**config.mk**
```make
export PLATFORM = sky130hd
export DESIGN_NAME = dmem_lsu_flat
export DESIGN_NICKNAME = d
export VERILOG_FILES = /design/src/rtl/dmem_lsu_if.sv /design/src/rtl/dmem_lsu.sv /design/src/flat_wrapper.sv
export SDC_FILE = /design/constraint.sdc
export NUM_CORES = 1
export LEC_CHECK = 0
export ABC_CLOCK_PERIOD_IN_PS = 2780
export BUFFER_PORTS_ARGS = -buffer_cell sky130_fd_sc_hd__buf_2
export CORE_MARGIN = 8
export CORE_UTILIZATION = 50
export DETAILED_ROUTE_END_ITERATION = 8
export GPL_TIMING_DRIVEN = 0
export PLACE_DENSITY = 0.77
export SLEW_MARGIN = 20
export SYNTH_ARGS = -nofsm -noshare
export SYNTH_HDL_FRONTEND = slang
export SYNTH_SLANG_ARGS = --single-unit
export TNS_END_PERCENT = 1
```
**constraint.sdc**
```tcl
create_clock -name clk -period 2.78 [get_ports clk]
set_clock_uncertainty 0.15 [all_clocks]
set_input_delay 0.278 -clock clk [delete_from_list [all_inputs] [get_ports clk]]
set_output_delay 0.278 -clock clk [all_outputs]
set_load 0.01 [all_outputs]
```
**src/rtl/dmem_lsu_if.sv**
```systemverilog
// rtl/dmem_lsu_if.sv - request/response handshake and data-memory port bundle for dmem_lsu
interface dmem_lsu_if #(
  parameter int ADDR_W = 8,
  parameter int DATA_W = 8
);
  logic              req_valid;
  logic              req_ready;
  logic [1:0]        req_op;
  logic [ADDR_W-1:0] req_addr;
  logic [ADDR_W-1:0] req_src;
  logic [5:0]        req_len;
  logic [DATA_W-1:0] req_wdata;
  logic              rsp_valid;
  logic [DATA_W-1:0] rsp_rdata;
  logic              rsp_err;
  logic [ADDR_W-1:0] memA;
  logic              memRE;
  logic [DATA_W-1:0] memRD;
  logic [DATA_W-1:0] memWD;
  logic              memWE;

  // Requester side: issues requests, owns the memory and returns read data.
  modport master (
    output req_valid, req_op, req_addr, req_src, req_len, req_wdata, memRD,
    input  req_ready, rsp_valid, rsp_rdata, rsp_err, memA, memRE, memWD, memWE
  );

  // Sequencer side.
  modport slave (
    input  req_valid, req_op, req_addr, req_src, req_len, req_wdata, memRD,
    output req_ready, rsp_valid, rsp_rdata, rsp_err, memA, memRE, memWD, memWE
  );
endinterface

```
**src/rtl/dmem_lsu.sv**
```systemverilog
// rtl/dmem_lsu.sv - load/store/copy/fill sequencer in front of the data memory
module dmem_lsu #(
  parameter int ADDR_W    = 8,
  parameter int DATA_W    = 8,
  parameter int MEM_DEPTH = 32
) (
  input logic       clk,
  input logic       clr,
  dmem_lsu_if.slave bus
);
  typedef enum logic [2:0] {IDLE, LOAD, STORE, CP_RD, CP_WR, FILL} state_t;

  state_t            state, stateNext;
  logic [ADDR_W-1:0] dstPtr, srcPtr;
  logic [5:0]        cnt;
  logic [DATA_W-1:0] fillData, byteBuf;
  logic              rspValid, rspErr;
  logic [DATA_W-1:0] rspRdata;
  logic [ADDR_W-1:0] memA;
  logic [DATA_W-1:0] memWD;
  logic              memRE, memWE;

  logic              accept, reqErr, lenZero;
  logic [ADDR_W:0]   dstEnd, srcEnd, depth;

  assign accept  = (state == IDLE) && bus.req_valid;
  assign depth   = (ADDR_W+1)'(MEM_DEPTH);
  // One extra bit so base+len never wraps back into range.
  assign dstEnd  = {1'b0, bus.req_addr} + (ADDR_W+1)'(bus.req_len);
  assign srcEnd  = {1'b0, bus.req_src}  + (ADDR_W+1)'(bus.req_len);
  assign lenZero = bus.req_op[1] && (bus.req_len == 6'd0);

  // Range check of the incoming request, evaluated at acceptance.
  always_comb begin
    reqErr = 1'b0;
    case (bus.req_op)
      2'b00, 2'b01: reqErr = ({1'b0, bus.req_addr} >= depth);
      2'b10:        reqErr = (srcEnd > depth) || (dstEnd > depth);
      default:      reqErr = (dstEnd > depth);
    endcase
  end

  // State register.
  always_ff @(posedge clk) begin
    if (clr) state <= IDLE;
    else     state <= stateNext;
  end

  // Next-state decode; errored and zero-length requests never leave IDLE.
  always_comb begin
    stateNext = state;
    case (state)
      IDLE: begin
        if (accept && !reqErr && !lenZero) begin
          case (bus.req_op)
            2'b00:   stateNext = LOAD;
            2'b01:   stateNext = STORE;
            2'b10:   stateNext = CP_RD;
            default: stateNext = FILL;
          endcase
        end
      end
      LOAD, STORE: stateNext = IDLE;
      CP_RD:       stateNext = CP_WR;
      CP_WR:       stateNext = (cnt == 6'd1) ? IDLE : CP_RD;
      FILL:        stateNext = (cnt == 6'd1) ? IDLE : FILL;
      default:     stateNext = IDLE;
    endcase
  end

  // Request latching, pointer/counter stepping and response generation.
  always_ff @(posedge clk) begin
    if (clr) begin
      dstPtr   <= '0;
      srcPtr   <= '0;
      cnt      <= '0;
      fillData <= '0;
      byteBuf  <= '0;
      rspValid <= 1'b0;
      rspErr   <= 1'b0;
      rspRdata <= '0;
    end else begin
      rspValid <= 1'b0;
      case (state)
        IDLE: begin
          if (accept) begin
            dstPtr   <= bus.req_addr;
            srcPtr   <= bus.req_src;
            cnt      <= bus.req_len;
            fillData <= bus.req_wdata;
            if (reqErr || lenZero) begin
              rspValid <= 1'b1;
              rspErr   <= reqErr;
              rspRdata <= '0;
            end
          end
        end
        LOAD: begin
          rspValid <= 1'b1;
          rspErr   <= 1'b0;
          rspRdata <= bus.memRD;
        end
        STORE: begin
          rspValid <= 1'b1;
          rspErr   <= 1'b0;
          rspRdata <= '0;
        end
        CP_RD: byteBuf <= bus.memRD;
        CP_WR: begin
          dstPtr <= dstPtr + 1'b1;
          srcPtr <= srcPtr + 1'b1;
          cnt    <= cnt - 6'd1;
          if (cnt == 6'd1) begin
            rspValid <= 1'b1;
            rspErr   <= 1'b0;
            rspRdata <= byteBuf;
          end
        end
        FILL: begin
          dstPtr <= dstPtr + 1'b1;
          cnt    <= cnt - 6'd1;
          if (cnt == 6'd1) begin
            rspValid <= 1'b1;
            rspErr   <= 1'b0;
            rspRdata <= '0;
          end
        end
        default: ;
      endcase
    end
  end

  // Memory port decode; enables are gated by clr so an abort issues no access.
  always_comb begin
    memA  = '0;
    memWD = '0;
    memRE = 1'b0;
    memWE = 1'b0;
    case (state)
      LOAD:  begin memA = dstPtr; memRE = 1'b1; end
      STORE: begin memA = dstPtr; memWD = fillData; memWE = 1'b1; end
      CP_RD: begin memA = srcPtr; memRE = 1'b1; end
      CP_WR: begin memA = dstPtr; memWD = byteBuf;  memWE = 1'b1; end
      FILL:  begin memA = dstPtr; memWD = fillData; memWE = 1'b1; end
      default: ;
    endcase
    if (clr) begin
      memRE = 1'b0;
      memWE = 1'b0;
    end
  end

  assign bus.req_ready = (state == IDLE);
  assign bus.rsp_valid = rspValid;
  assign bus.rsp_rdata = rspRdata;
  assign bus.rsp_err   = rspErr;
  assign bus.memA      = memA;
  assign bus.memWD     = memWD;
  assign bus.memRE     = memRE;
  assign bus.memWE     = memWE;
endmodule
```
**src/flat_wrapper.sv**
```systemverilog
// flat-port wrapper written by rule: the top's interface ports become plain ports
module dmem_lsu_flat 
#(
  parameter int ADDR_W    = 8,
  parameter int DATA_W    = 8,
  parameter int MEM_DEPTH = 32
)
  (clk, clr, bus_req_valid, bus_req_op, bus_req_addr, bus_req_src, bus_req_len, bus_req_wdata, bus_memRD, bus_req_ready, bus_rsp_valid, bus_rsp_rdata, bus_rsp_err, bus_memA, bus_memRE, bus_memWD, bus_memWE);
  dmem_lsu_if #(.ADDR_W(ADDR_W), .DATA_W(DATA_W)) bus_i ();
  input logic clk;
  input logic clr;
  input wire logic [$bits(bus_i.req_valid)-1:0] bus_req_valid;
  input wire logic [$bits(bus_i.req_op)-1:0] bus_req_op;
  input wire logic [$bits(bus_i.req_addr)-1:0] bus_req_addr;
  input wire logic [$bits(bus_i.req_src)-1:0] bus_req_src;
  input wire logic [$bits(bus_i.req_len)-1:0] bus_req_len;
  input wire logic [$bits(bus_i.req_wdata)-1:0] bus_req_wdata;
  input wire logic [$bits(bus_i.memRD)-1:0] bus_memRD;
  output wire logic [$bits(bus_i.req_ready)-1:0] bus_req_ready;
  output wire logic [$bits(bus_i.rsp_valid)-1:0] bus_rsp_valid;
  output wire logic [$bits(bus_i.rsp_rdata)-1:0] bus_rsp_rdata;
  output wire logic [$bits(bus_i.rsp_err)-1:0] bus_rsp_err;
  output wire logic [$bits(bus_i.memA)-1:0] bus_memA;
  output wire logic [$bits(bus_i.memRE)-1:0] bus_memRE;
  output wire logic [$bits(bus_i.memWD)-1:0] bus_memWD;
  output wire logic [$bits(bus_i.memWE)-1:0] bus_memWE;
  assign bus_i.req_valid = bus_req_valid;
  assign bus_i.req_op = bus_req_op;
  assign bus_i.req_addr = bus_req_addr;
  assign bus_i.req_src = bus_req_src;
  assign bus_i.req_len = bus_req_len;
  assign bus_i.req_wdata = bus_req_wdata;
  assign bus_i.memRD = bus_memRD;
  assign bus_req_ready = bus_i.req_ready;
  assign bus_rsp_valid = bus_i.rsp_valid;
  assign bus_rsp_rdata = bus_i.rsp_rdata;
  assign bus_rsp_err = bus_i.rsp_err;
  assign bus_memA = bus_i.memA;
  assign bus_memRE = bus_i.memRE;
  assign bus_memWD = bus_i.memWD;
  assign bus_memWE = bus_i.memWE;
  dmem_lsu #(.ADDR_W(ADDR_W), .DATA_W(DATA_W), .MEM_DEPTH(MEM_DEPTH)) u_core (.clk(clk), .clr(clr), .bus(bus_i));
endmodule
```
==> impl.org, run 1 <==
** Logic synthesis
- Of the total synthesized cell area, the portion taken by XOR and XNOR cells is 0.0128.
- In this run, synthesis produced a sequential element count of just over 50.
- Share of cell area taken by muxes after synthesis :: 0.0263
- In the post-synthesis netlist, the biggest area contributors are sky130_fd_sc_hd__dfxtp_1 30%, sky130_fd_sc_hd__ha_1 7.7%, sky130_fd_sc_hd__nand2_1 7.4%.
- Proportion of synthesized flip-flops having asynchronous set or reset :: 0
- Number of enable flip-flop cells after synthesis :: 0
- Sequential element share of the synthesized area :: 0.298
- Post-synthesis instance total :: 427
- Combinational family with the most area after synthesis :: compound AO/OA/AOI/OAI gates
- Post-synthesis cell type count :: 58
- A synthesized cell averages 8.01 um2.
- Compound-cell area share of the yosys netlist :: 0.298
- Netlist area before placement :: 0.00342 mm2
- Yosys instantiated no cell more often than sky130_fd_sc_hd__nand2_1.
- Yosys warning total :: 0
- The number of nets handed over by synthesis was 493.
- Post-synthesis simple-gate area fraction :: 0.234
- Of the post-synthesis cell area, the dominant cell type holds 0.298.
- The commonest cells after synthesis are 67 x sky130_fd_sc_hd__nand2_1, 51 x sky130_fd_sc_hd__dfxtp_1, 38 x sky130_fd_sc_hd__nor2_1, 35 x sky130_fd_sc_hd__a21oi_1, 24 x sky130_fd_sc_hd__o21ai_0.
- Dominant register cell in the synthesized netlist :: sky130_fd_sc_hd__dfxtp_1
- Of the total synthesized cell area, the portion taken by full adders, half adders and majority gates is 0.0885.
- The largest total area in the synthesized netlist belongs to sky130_fd_sc_hd__dfxtp_1.

** Timing
- In the finished design, the share of the clock period the worst path needs comes to 0.990.
- The worst path meets setup with 0.0277 ns of slack.
- The smallest clock period supported by the final layout is computed as about 2.8 ns.
- Unrepaired setup endpoints after global routing :: true
- Worst-margin pin slew :: 0.674 ns
- Final Max Tran Viols :: 0
- After routing, the total negative slack on setup checks comes to 0 ns.
- Relative slew margins :: 0.550
- The number of hold violations in the final report was 0.
- On the final layout, the worst hold slack is between 0.05 and 0.06 ns.
- Setup violations remaining at the end of the flow were counted as 0.
- Max Clk Rate :: 363 MHz

** Worst hold path
- The tightest min-delay check is of the input pin to register type.

** Critical path
- Data on the critical path arrives at its endpoint at 2.78 ns.
- The endpoint identified for the worst register-to-register timing path is u_core.srcPtr[7]$_SDFFE_PP0P_.
- For the worst setup path, the data required time is around 2.8 ns.
- For the worst flop-to-flop path, the logic depth is 6.
- Capture point of the worst path :: u_core.bus.rsp_rdata[6]$_SDFFE_PP0P_
- Tracing the worst setup path back leads to its startpoint at bus_req_addr[0].
- In this run the worst path has a maximum fanout of 8.
- Setup crit end kind :: register
- Launching point of the worst reg2reg path :: u_core.state[2]$_SDFFE_PP0P_
- The worst setup path is of the input pin to register kind.
- Worst R2R Setup Slack :: about 0.37 ns
- Worst setup SP type :: input pin

** CTS
- Number of buffers created by CTS :: 5
- Number of H-tree levels :: 2
- CTS root buffer :: sky130_fd_sc_hd__clkbuf_8
- For this design, the CTS-stage hold fixing added 0 buffers.
- Clock tree synthesis found a total of a little over 50 sinks.
- Clock latency reported for the late side of the worst-skew pair :: 0.30 ns
- Clk buf depth :: 2
- After clock tree synthesis, the clock-pin slew on the worst setup and hold paths is ~0.09 ns.
- TritonCTS clock tree :: done

** Floorplan
- The die is 98.7 um tall.
- The initialized floorplan defines 30 standard-cell rows.
- For this configuration, the core starts out at a cell density of 0.509.
- Io pins :: 72
- Die Area :: 0.00974 mm2
- In this run the standard cell core region covers 0.00672 mm2.
- Chip Width :: 98.7 um

** Route
- Detailed routing inserted a total of 3683 vias.
- First-pass iteration count of the detailed router :: 5
- Number of DRC markers after the initial detailed-route iteration :: roughly 270
- Avg Vias per Cell :: 6.12
- Antenna Nets Post-Route :: 0
- For this run, design rule violations remaining after detail routing come to 0.
- Wires add up to 10.5 mm.
- In the final routed layout, each cell accounts on average for ~17 um.

** Run
- Max-cap violations in this run came to 0.

** Cells and area
- Utilization after layout :: 0.630
- Layout Nets :: about 590
- Area added between synthesis and finish :: 23.7%
- Filler-free cell count of the finished design :: between 600 and 700
- Layout Cell Area excl Fill :: 0.00423 mm2
- Number of antenna repair diodes :: 0
- Of the cells placed in the final design, the portion with a size suffix greater than 1 is 0.261.

** Global routing
- In the global route stage, overall resource usage came out at 0.203.
- The number of antenna violations at the first check in global routing is 0.
- Total gr overflow :: 0
- The via count of the first global-routing pass is 3429.
- The first global-routing pass estimated 16.5 mm of wire.
- Maximum number of pins on one net before global-route repair :: 16

** Place
- Placer congestion estimate :: 0.954
- Detailed-placement wirelength estimate :: 7.79 mm
- The placed instances occupy a cell area of 0.00388 mm2.
- Input and output buffers added on the ports amount to 71.
- Placement-stage worst setup slack :: -0.453 ns
- In this run, placement finished with an instance count of 578.

** Power and ir drop
- Power spread over the standard cell area amounts to about 420 mW/mm2.
- In this run the static leakage power is 1.78 nW.
- Design Power :: ~1.8 mW
- Maximum vdd drop :: 203 uV

** Run status
- The flow ran to the end, and the final reports show no timing, DRC or antenna violations.
[sequential cells by signal, indices dropped and copies added (netlist names)]
signal                count
u_core.dstPtr             8
u_core.bus.rsp_valid      1
u_core.srcPtr             8
u_core.bus.rsp_err        1
u_core.bus.rsp_rdata      8
u_core.state              3
u_core.byteBuf            8
u_core.fillData           8
u_core.cnt                6
[per-layer routing]
layer,vias up,share of wire,routed length (um),track usage
met4,0,0.014,143,0.0590
li1,1764,-,-,-
met2,148,0.50,5270,0.344
met3,13,0.068,711,0.0395
met5,-,0,0,0
met1,1758,0.41,4330,0.254
[area by class of cell]
| class | count | area, um2 |
|---|---|---|
| well taps | 80 | 100 |
| repair buffers | 88 | 509 |
| fillers | 578 | 2490 |
| multi-input cells | 343 | 2360 |
| inverters | 8 | 30.0 |
| clock inverters | 1 | 8.76 |
| clock buffers | 6 | 82.6 |
| flip-flops and latches | 51 | 1020 |
| plain buffers | 25 | 119 |
[cells in the final DEF (no fill, tap or decap), types with 5 or more instances in the layout]
master,netlist,layout
sky130_fd_sc_hd__a221oi_1,7,7
sky130_fd_sc_hd__a22oi_1,10,10
sky130_fd_sc_hd__nor3_1,15,14
sky130_fd_sc_hd__ha_1,21,17
sky130_fd_sc_hd__buf_4,0,17
sky130_fd_sc_hd__a211oi_1,6,5
sky130_fd_sc_hd__clkbuf_8,0,6
sky130_fd_sc_hd__inv_1,8,8
sky130_fd_sc_hd__and2_1,6,6
sky130_fd_sc_hd__nor2_1,38,38
sky130_fd_sc_hd__buf_2,1,70
sky130_fd_sc_hd__nand3_1,12,11
sky130_fd_sc_hd__a21oi_1,35,35
sky130_fd_sc_hd__o211ai_2,8,8
sky130_fd_sc_hd__nand2b_1,5,5
sky130_fd_sc_hd__mux2i_1,9,9
sky130_fd_sc_hd__nand2_1,67,66
sky130_fd_sc_hd__dfxtp_1,51,51
sky130_fd_sc_hd__clkbuf_1,20,20
sky130_fd_sc_hd__o21ai_0,24,23
sky130_fd_sc_hd__o41ai_2,8,8
sky130_fd_sc_hd__a22o_1,8,8
[power breakdown]
group / internal (mW) / leakage, nW / switching, mW
registers: 0.772 / 0.417 / 0.0382
clock network: 0.201 / 0.0477 / 0.241
logic: 0.238 / 1.31 / 0.289
total: 1.21 / 1.78 / 0.568
[worst min path at each step]
stage	start	to	slack, ns	cells after the start
6_report	bus_req_wdata[4]	u_core.fillData[4]$_SDFFE_PP0P_	0.06	3
2_1_floorplan	bus_req_wdata[0]	u_core.fillData[0]$_SDFFE_PP0P_	0.26	2
5_1_grt	bus_req_wdata[6]	u_core.fillData[6]$_SDFFE_PP0P_	0.05	3
4_1_cts	bus_req_wdata[5]	u_core.fillData[5]$_SDFFE_PP0P_	0.05	3
3_3_place_gp	u_core.fillData[3]$_SDFFE_PP0P_	u_core.fillData[3]$_SDFFE_PP0P_	0.29	2
3_5_place_dp	u_core.fillData[3]$_SDFFE_PP0P_	u_core.fillData[3]$_SDFFE_PP0P_	0.30	2
[cells by family after synthesis]
| kind of cell | count (synthesis) |
|---|---|
| simple gates | 171 |
| compound gates | 135 |
| flops | 51 |
| buf+inv | 33 |
| fa+ha+maj | 23 |
| mux | 9 |
| xor+xnor | 5 |
[what timing repair did]
action | 4_1_cts | 5_1_grt
pin swaps | 7 | 16
setup buffers | 11 | 5
gates resized for setup | 4 | 20
setup endpoints to repair | 8 | 10
cloned | 0 | 1
[worst max-delay path, stage by stage]
cell	delay [ns]
sky130_fd_sc_hd__buf_2	0.14
sky130_fd_sc_hd__ha_4	0.17
sky130_fd_sc_hd__fa_2	0.35
sky130_fd_sc_hd__a21o_1	0.18
sky130_fd_sc_hd__and4_1	0.17
sky130_fd_sc_hd__and3_4	0.16
sky130_fd_sc_hd__o211a_1	0.21
sky130_fd_sc_hd__and4bb_2	0.25
sky130_fd_sc_hd__o31a_1	0.32
sky130_fd_sc_hd__buf_6	0.15
sky130_fd_sc_hd__clkbuf_16	0.16
sky130_fd_sc_hd__o211ai_2	0.15
sky130_fd_sc_hd__o41ai_2	0.09
Power figures use the tool's default switching activity.
==> run 2, diff against run 1 <==
CTS_BUF_LIST = sky130_fd_sc_hd__clkbuf_16   (was unset)
==> run 2 against run 1 <==
  * Non-clock buffer count unchanged
  * Combinational power about the same
  * Critical path type unchanged
  * Global-route usage increased by 0.16 points
  * Design area increased by 1.1%
  * Die area unchanged
  * Flip-flop and latch count unchanged
  * Critical path depth unchanged
==> impl.org, run 2 (synthesized netlist as in run 1, its figures left out) <==
** Run status
- The flow ran to the end, and the final reports show no timing, DRC or antenna violations.

** Route
- Drc violations :: 0
- Total number of vias :: 3638
- The pre-antenna-repair detailed-routing pass consisted of 5 iterations.
- After detailed routing, the number of vias per cell comes to 6.04.
- After detailed routing, the total wire length is about 11 mm.
- Average wire length per cell after detail routing :: 17.5 um
- In this run, the number of DRC markers left after iteration 0 of detailed routing was 240.
- The detail route stage leaves a number of antenna-violating nets equal to 0.

** Critical path
- Traced cell by cell, the critical path runs through buf_2 -> ha_4 -> fa_2 -> a21o_1 -> and4_1 -> and3_4 -> o211a_1 -> and4bb_2 -> o31a_1 -> buf_6 -> clkbuf_16 -> o211ai_2 -> o41ai_2.
- Data arrives at the worst endpoint at 2.77 ns.
- Slowest cell on the critical path :: sky130_fd_sc_hd__fa_2
- Number of cells traversed by the worst register-to-register path :: 6
- The worst setup path is captured at a register.
- The critical path runs through a total of 13 cells.
- The setup check on the worst reg-to-reg path leaves a slack of 0.41 ns.
- On the critical path the largest part of the delay comes from compound AO/OA/AOI/OAI gates.
- Max incr delay on CP :: 0.35 ns
- Largest fanout on the critical path :: 8
- STA classifies the critical path startpoint as an input pin.
- Data required, critical path :: 2.79 ns
- The critical path is of the input pin to register type.
- Number of buffers and inverters on the critical path :: 3

** CTS
- Number of H-tree levels :: 2
- Clk buf depth :: 2
- Clock tree synthesis selected as its root buffer the cell sky130_fd_sc_hd__clkbuf_16.
- Clock input transition at the sequential cells of the worst setup and hold paths :: about 0.070 ns
- Number of buffers created by CTS :: 5
- Buffers inserted to repair hold after CTS numbered 0.
- CTS saw 51 sinks.
- TritonCTS clock tree :: done
- Clock latency reported for the late side of the worst-skew pair :: 0.29 ns

** Floorplan
- Io pins :: 72
- The die is 98.7 um wide.
- Die Y :: 98.7 um
- Initial Utilization :: 0.509
- The floorplan has 30 rows.
- Core Box Area :: 0.00672 mm2
- The die covers 0.00974 mm2.

** Timing
- Relative slew margins :: 0.561
- Final Max Tran Viols :: 0
- Timing would allow up to approximately 360 MHz.
- Setup violations remaining at the end of the flow were counted as 0.
- For the finished layout, the period the worst path requires is ~2.8 ns.
- For the pin with the worst max-slew slack, the measured transition is 0.658 ns.
- The number of hold violations in the final report was 0.
- Setup repair after global routing could not meet its margin everywhere.
- After layout, the worst setup slack is 0.0168 ns.
- Share of the clock period used by the worst path after layout :: 0.994

** Cells and area
- Summing all flip-flop and latch instances after layout gives 0.00102 mm2.
- In the final layout, the share of cells above drive strength 1 is 0.259.
- Leaving out filler cells and counting taps, the final layout contains ~600.
- The top cell types in the final layout, fill and taps aside, are 70 x sky130_fd_sc_hd__buf_2, 66 x sky130_fd_sc_hd__nand2_1, 51 x sky130_fd_sc_hd__dfxtp_1, 38 x sky130_fd_sc_hd__nor2_1, 35 x sky130_fd_sc_hd__a21oi_1.
- At the end of the flow, the number of nets in the layout was approximately 590.
- Filler cell count :: 565
- Measured on the finished design, the core utilization comes to 0.637.
- In the final layout, the multi-input gates occupy roughly 0.0024 mm2.
- The number of antenna diodes in the final layout is 0.
- With fillers left out, the area of the finished cells amounts to ~0.0043 mm2.
- Leading cell type in the layout, fill and taps excluded :: sky130_fd_sc_hd__buf_2
- Area added between synthesis and finish :: 25.1%

** Global routing
- Number of antenna violations at the first check in global routing :: 0
- Global-route wire length before repair :: 16.6 mm
- Total gr overflow :: 0
- Total track usage :: 0.205
- The via count of the first global-routing pass is 3411.
- Entering global routing, the biggest net connects 16 pins.

** Place
- Buffers on Ports :: 71
- In this run the cell area measured after placement is 0.00388 mm2.
- Placed instance count :: 578
- Placement-stage worst setup slack :: -0.453 ns
- Detailed-placement wirelength estimate :: 7.79 mm
- The congestion estimate from routability-driven global placement came to 0.954.

** Power and ir drop
- IR analysis of the VDD net gives a maximum drop of 234 uV.
- Power density over the cells :: 451 mW/mm2
- The design draws 1.93 mW.
- Leakage component of the power :: ~1.8 nW

** Run
- The tool flagged a number of max-cap violations equal to 0.

** Worst hold path
- Hold path depth :: 3
- The min-delay analysis places its worst path in the category input pin to register.
## run 2: changes by cell type in the layout (fill, tap and decap cells not counted)
cell,change
sky130_fd_sc_hd__clkbuf_16,+5
sky130_fd_sc_hd__clkinv_1,+1
sky130_fd_sc_hd__clkbuf_8,-6
## run 2: final timing paths
path	from	to
max	bus_req_addr[0]	u_core.bus.rsp_rdata[6]$_SDFFE_PP0P_
min	bus_req_wdata[4]	u_core.fillData[4]$_SDFFE_PP0P_
max reg2reg	u_core.state[2]$_SDFFE_PP0P_	u_core.srcPtr[7]$_SDFFE_PP0P_
min reg2reg	u_core.fillData[3]$_SDFFE_PP0P_	u_core.fillData[3]$_SDFFE_PP0P_
## run 2: worst reg2reg max path, cell delays in order, from the launching register on
cell	delay, ns
sky130_fd_sc_hd__dfxtp_1	0.35
sky130_fd_sc_hd__nor3_2	0.40
sky130_fd_sc_hd__and2_1	0.23
sky130_fd_sc_hd__clkbuf_1	0.41
sky130_fd_sc_hd__clkbuf_1	0.40
sky130_fd_sc_hd__nand2_1	0.18
sky130_fd_sc_hd__a31oi_1	0.17
## run 2: metrics by stage
step	hold WS, ns	TNS [ns]
after floorplan	0.264	0
after global placement	0.294	-3.55
after detailed placement	0.297	-4.09
after CTS	0.0760	0
after global routing	0.0774	-0.359
final	0.0752	0
## run 2: cell type report
class                           count  share of cell area
Multi-Input combinational cell    343               0.552
Buffer                             25              0.0278
Inverter                            8             0.00702
Timing Repair Buffer               88               0.119
Clock buffer                        5              0.0292
Clock inverter                      2             0.00292
Sequential cell                    51               0.239
Tap cell                           80              0.0234
## run 2: where the power goes
| part | leakage [nW] | total, mW | switching, mW | internal, mW |
|---|---|---|---|---|
| logic | 1.31 | 0.525 | 0.288 | 0.238 |
| clock network | 0.0677 | 0.593 | 0.264 | 0.329 |
| registers | 0.417 | 0.810 | 0.0379 | 0.772 |
## run 2: metal layers
metal,global-route usage,part of all wire
met1,0.260,0.42
met2,0.345,0.50
met3,0.0366,0.070
met4,0.0602,0.013
met5,0,0
## run 2: repair_timing
item	4_1_cts	5_1_grt
setup buffers	11	5
gates cloned	0	1
resized for setup	5	18
pin swaps	7	18
endpoints found under the setup margin	9	10
==> run 3, diff against run 2 <==
BUFFER_PORTS_ARGS = unset   (was -buffer_cell sky130_fd_sc_hd__buf_2)
CORE_UTILIZATION = 58   (was 50)
CTS_CLUSTER_SIZE = 25   (was unset)
DONT_BUFFER_PORTS = 1   (was unset)
PLACE_DENSITY = 0.76   (was 0.77)
==> run 3 against run 2 <==
  * Final cell count shrank 13%
  * Combinational power shrank 25%
  * Wire length shrank 1.1%
  * Non-clock buffer count shrank 71
  * Critical endpoint is now u_core.bus.rsp_rdata[4]$_SDFFE_PP0P_
  * Critical path depth shrank 1
  * Count of clock-buffer cells in the layout is the same
  * The run now ends with hold timing left
==> impl.org, run 3 (synthesized netlist as in run 1, its figures left out) <==
** Run status
- The run finished, with violations left.
- Violated checks :: hold timing

** Timing
- Relative slew margins :: 0.546
- The max-slew violation total from the final report came to 0.
- In the finished design, the share of the clock period the worst path needs comes to 0.964.
- Final critical-path required period :: 2.68 ns
- Max Clk Rate :: 373 MHz
- Final Hold Viols :: 2
- Setup repair after global routing left no endpoint under its margin.
- Hold timing on the final database bottoms out at a slack of -0.00311 ns.
- Post-route setup slack :: a little under 0.1 ns
- Setup violations, final :: 0
- Worst-margin pin slew :: 0.681 ns

** Power and ir drop
- The share of total power dissipated in sequential elements is 0.449.
- Switching share of power :: 0.303
- For this design the static power due to leakage is 1.45 nW.
- Of the total power, the clock network draws 0.332.
- Cell internal power was estimated by the tool at 1.27 mW.
- For this design the total switching power over the nets is around 0.55 mW.
- The share of total power dissipated in combinational logic is 0.218.
- Maximum vdd drop :: 304 uV
- Power density over the cells :: 473 mW/mm2

** Cells and area
- Filler-free cell count of the finished design :: between 500 and 600
- Number of antenna repair diodes :: 0
- Compared with the post-synthesis result, the final layout area differs by 12.2%.
- With fillers left out, the area of the finished cells amounts to 0.00384 mm2.
- The library cell used most frequently in the layout, excluding fill and tap cells, is sky130_fd_sc_hd__nand2_1.
- Share of post-route cells with drive strength above 1 :: 0.0798
- Commonest cells after routing, fill and taps aside :: 67 x sky130_fd_sc_hd__nand2_1, 51 x sky130_fd_sc_hd__dfxtp_1, 38 x sky130_fd_sc_hd__nor2_1, 35 x sky130_fd_sc_hd__a21oi_1, 23 x sky130_fd_sc_hd__o21ai_0
- The final layout contains 517 nets.
- Filler cell count :: 504

** Route
- In the routed layout, each cell is associated on average with a via count of ~6.5.
- After detailed routing, the number of remaining DRC violations is 0.
- Wires add up to approximately 10 mm.
- In this run the remaining antenna-violating nets after routing total 0.
- After detailed routing, the average wire length per cell comes to between 15 and 20 um.
- The routed layout has 3417 vias.
- Number of DRC markers after the initial detailed-route iteration :: 388
- The first detailed-routing pass ran for 5 iterations.

** CTS
- Clock tree synthesis selected as its root buffer the cell sky130_fd_sc_hd__clkbuf_16.
- Buffers inserted during clock tree synthesis total 5.
- The clock passes through at most 2 buffers.
- Post-CTS timing repair inserted 0 buffers for setup.
- TritonCTS clock tree :: done
- Clock latency reported for the late side of the worst-skew pair :: 0.29 ns
- Clock-pin slew was measured on the worst setup and hold paths at 0.07 ns.
- Number of H-tree levels :: 2
- Clock tree synthesis found a total of 51 sinks.

** Floorplan
- Io pins :: 72
- The core region is 0.00582 mm2.
- Measured along the x axis, the die boundary spans about 93 um.
- Die Area :: 0.00861 mm2
- Die Y :: between 90 and 100 um
- The floorplan has 28 rows.
- Initial Utilization :: 0.588

** Run
- Across the run, the number of max-cap violations was 0.

** Critical path
- For the worst setup path, the data required time is 2.79 ns.
- Series of cell instances along the critical path :: ha_1 -> fa_1 -> a211o_1 -> nand2_1 -> xnor2_1 -> o22a_2 -> and4bb_1 -> o31a_1 -> buf_6 -> buf_8 -> o211ai_2 -> o41ai_2
- The worst setup path is launched from an input pin.
- The worst setup path is captured at a register.
- CP arrival :: 2.69 ns
- By startpoint and endpoint, the worst setup path is classified as input pin to register.
- Max incr delay on CP :: ~0.4 ns
- Largest fanout on the critical path :: 10
- Measured in cells, the most critical reg-to-reg path has a length of 6.
- Slowest cell on the critical path :: sky130_fd_sc_hd__fa_1

** Global routing
- Global routing finished with a remaining overflow of 0.
- The number of antenna violations at the first check in global routing was 0.
- Entering global routing, the biggest net connects 16 pins.
- Total track usage :: 0.235
- Global-route wire length before repair :: 16.1 mm
- Via count of the first global-routing pass :: between 3000 and 4000

** Place
- Cell area after placement :: ~0.0035 mm2
- In this run, placement finished with an instance count of around 500.
- Placer congestion estimate :: 0.887
- Buffers placed on the I/O ports in this run total 0.
- Detailed-placement wirelength estimate :: 7.59 mm
- Placement-stage worst setup slack :: -0.321 ns

** Worst hold path
- The path class of the tightest hold or removal check is input pin to register.
- The worst hold path passes through 2 cells.
run 3: changes by cell type in the layout (fill, tap and decap cells not counted), moves of 3 or more:
cell and change:
sky130_fd_sc_hd__ha_1 +3, sky130_fd_sc_hd__buf_2 -69, sky130_fd_sc_hd__ha_4 -4, sky130_fd_sc_hd__dlygate4sd3_1 +17, sky130_fd_sc_hd__buf_4 -17
run 3: metal layers:
layer  GRT usage  part of all wire  up-vias
li1            -                 -     1628
met1       0.285              0.41     1627
met2       0.390              0.48      146
met3      0.0712             0.087       16
met4      0.0711             0.019        0
met5           0                 0        -
run 3: timing repair:
item,in CTS,in global routing
pin swaps,0,1
gates resized for setup,1,3
hold endpoints to repair,17,0
setup endpoints to repair,8,19
hold buffers,17,0
run 3: power groups by stage:
stage | clock network, mW | logic, mW | registers, mW
global route | 0.622 | 0.434 | 0.821
CTS | 0.603 | 0.389 | 0.814
floorplan | 0 | 0.293 | 0.818
detailed placement | 0 | 0.367 | 0.830
finish | 0.604 | 0.396 | 0.816
global placement | 0 | 0.354 | 0.827
run 3: final timing paths:
| check | from | endpoint | slack (ns) |
|---|---|---|---|
| setup / recovery | bus_req_len[0] | u_core.bus.rsp_rdata[4]$_SDFFE_PP0P_ | 0.1 |
| hold / removal | bus_req_src[0] | u_core.srcPtr[0]$_SDFFE_PP0P_ | -0.003 |
| setup reg to reg | u_core.state[2]$_SDFFE_PP0P_ | u_core.fillData[1]$_SDFFE_PP0P_ | 0.39 |
| hold reg to reg | u_core.fillData[4]$_SDFFE_PP0P_ | u_core.fillData[4]$_SDFFE_PP0P_ | 0.31 |
run 3: worst max-delay path: cells and delay by family:
family | cells | cell delay (ns)
fa+ha+maj | 2 | 0.62
simple gates | 2 | 0.32
xor+xnor | 1 | 0.12
compound gates | 5 | 1.03
buf+inv | 2 | 0.31
run 3: final cells by class:
class | count | area (um2) | area share
plain buffers | 25 | 114 | 0.0297
repair buffers | 17 | 170 | 0.0443
clock inverters | 2 | 13.8 | 0.00359
inverters | 8 | 30.0 | 0.00782
multi-input cells | 343 | 2270 | 0.592
clock buffers | 5 | 125 | 0.0326
well taps | 75 | 93.8 | 0.0244
flip-flops and latches | 51 | 1020 | 0.266
run 3: stage by stage:
stage / utilization / hold WS [ns] / total power, mW / TNS [ns]
final: 0.660 / -0.00311 / 1.82 / 0
after CTS: 0.658 / 0.00106 / 1.81 / 0
after floorplan: - / 0.264 / 1.11 / 0
after detailed placement: 0.605 / 0.271 / 1.20 / -2.85
after global placement: 0.605 / 0.266 / 1.18 / -2.36
after global routing: 0.660 / 0.0108 / 1.88 / 0
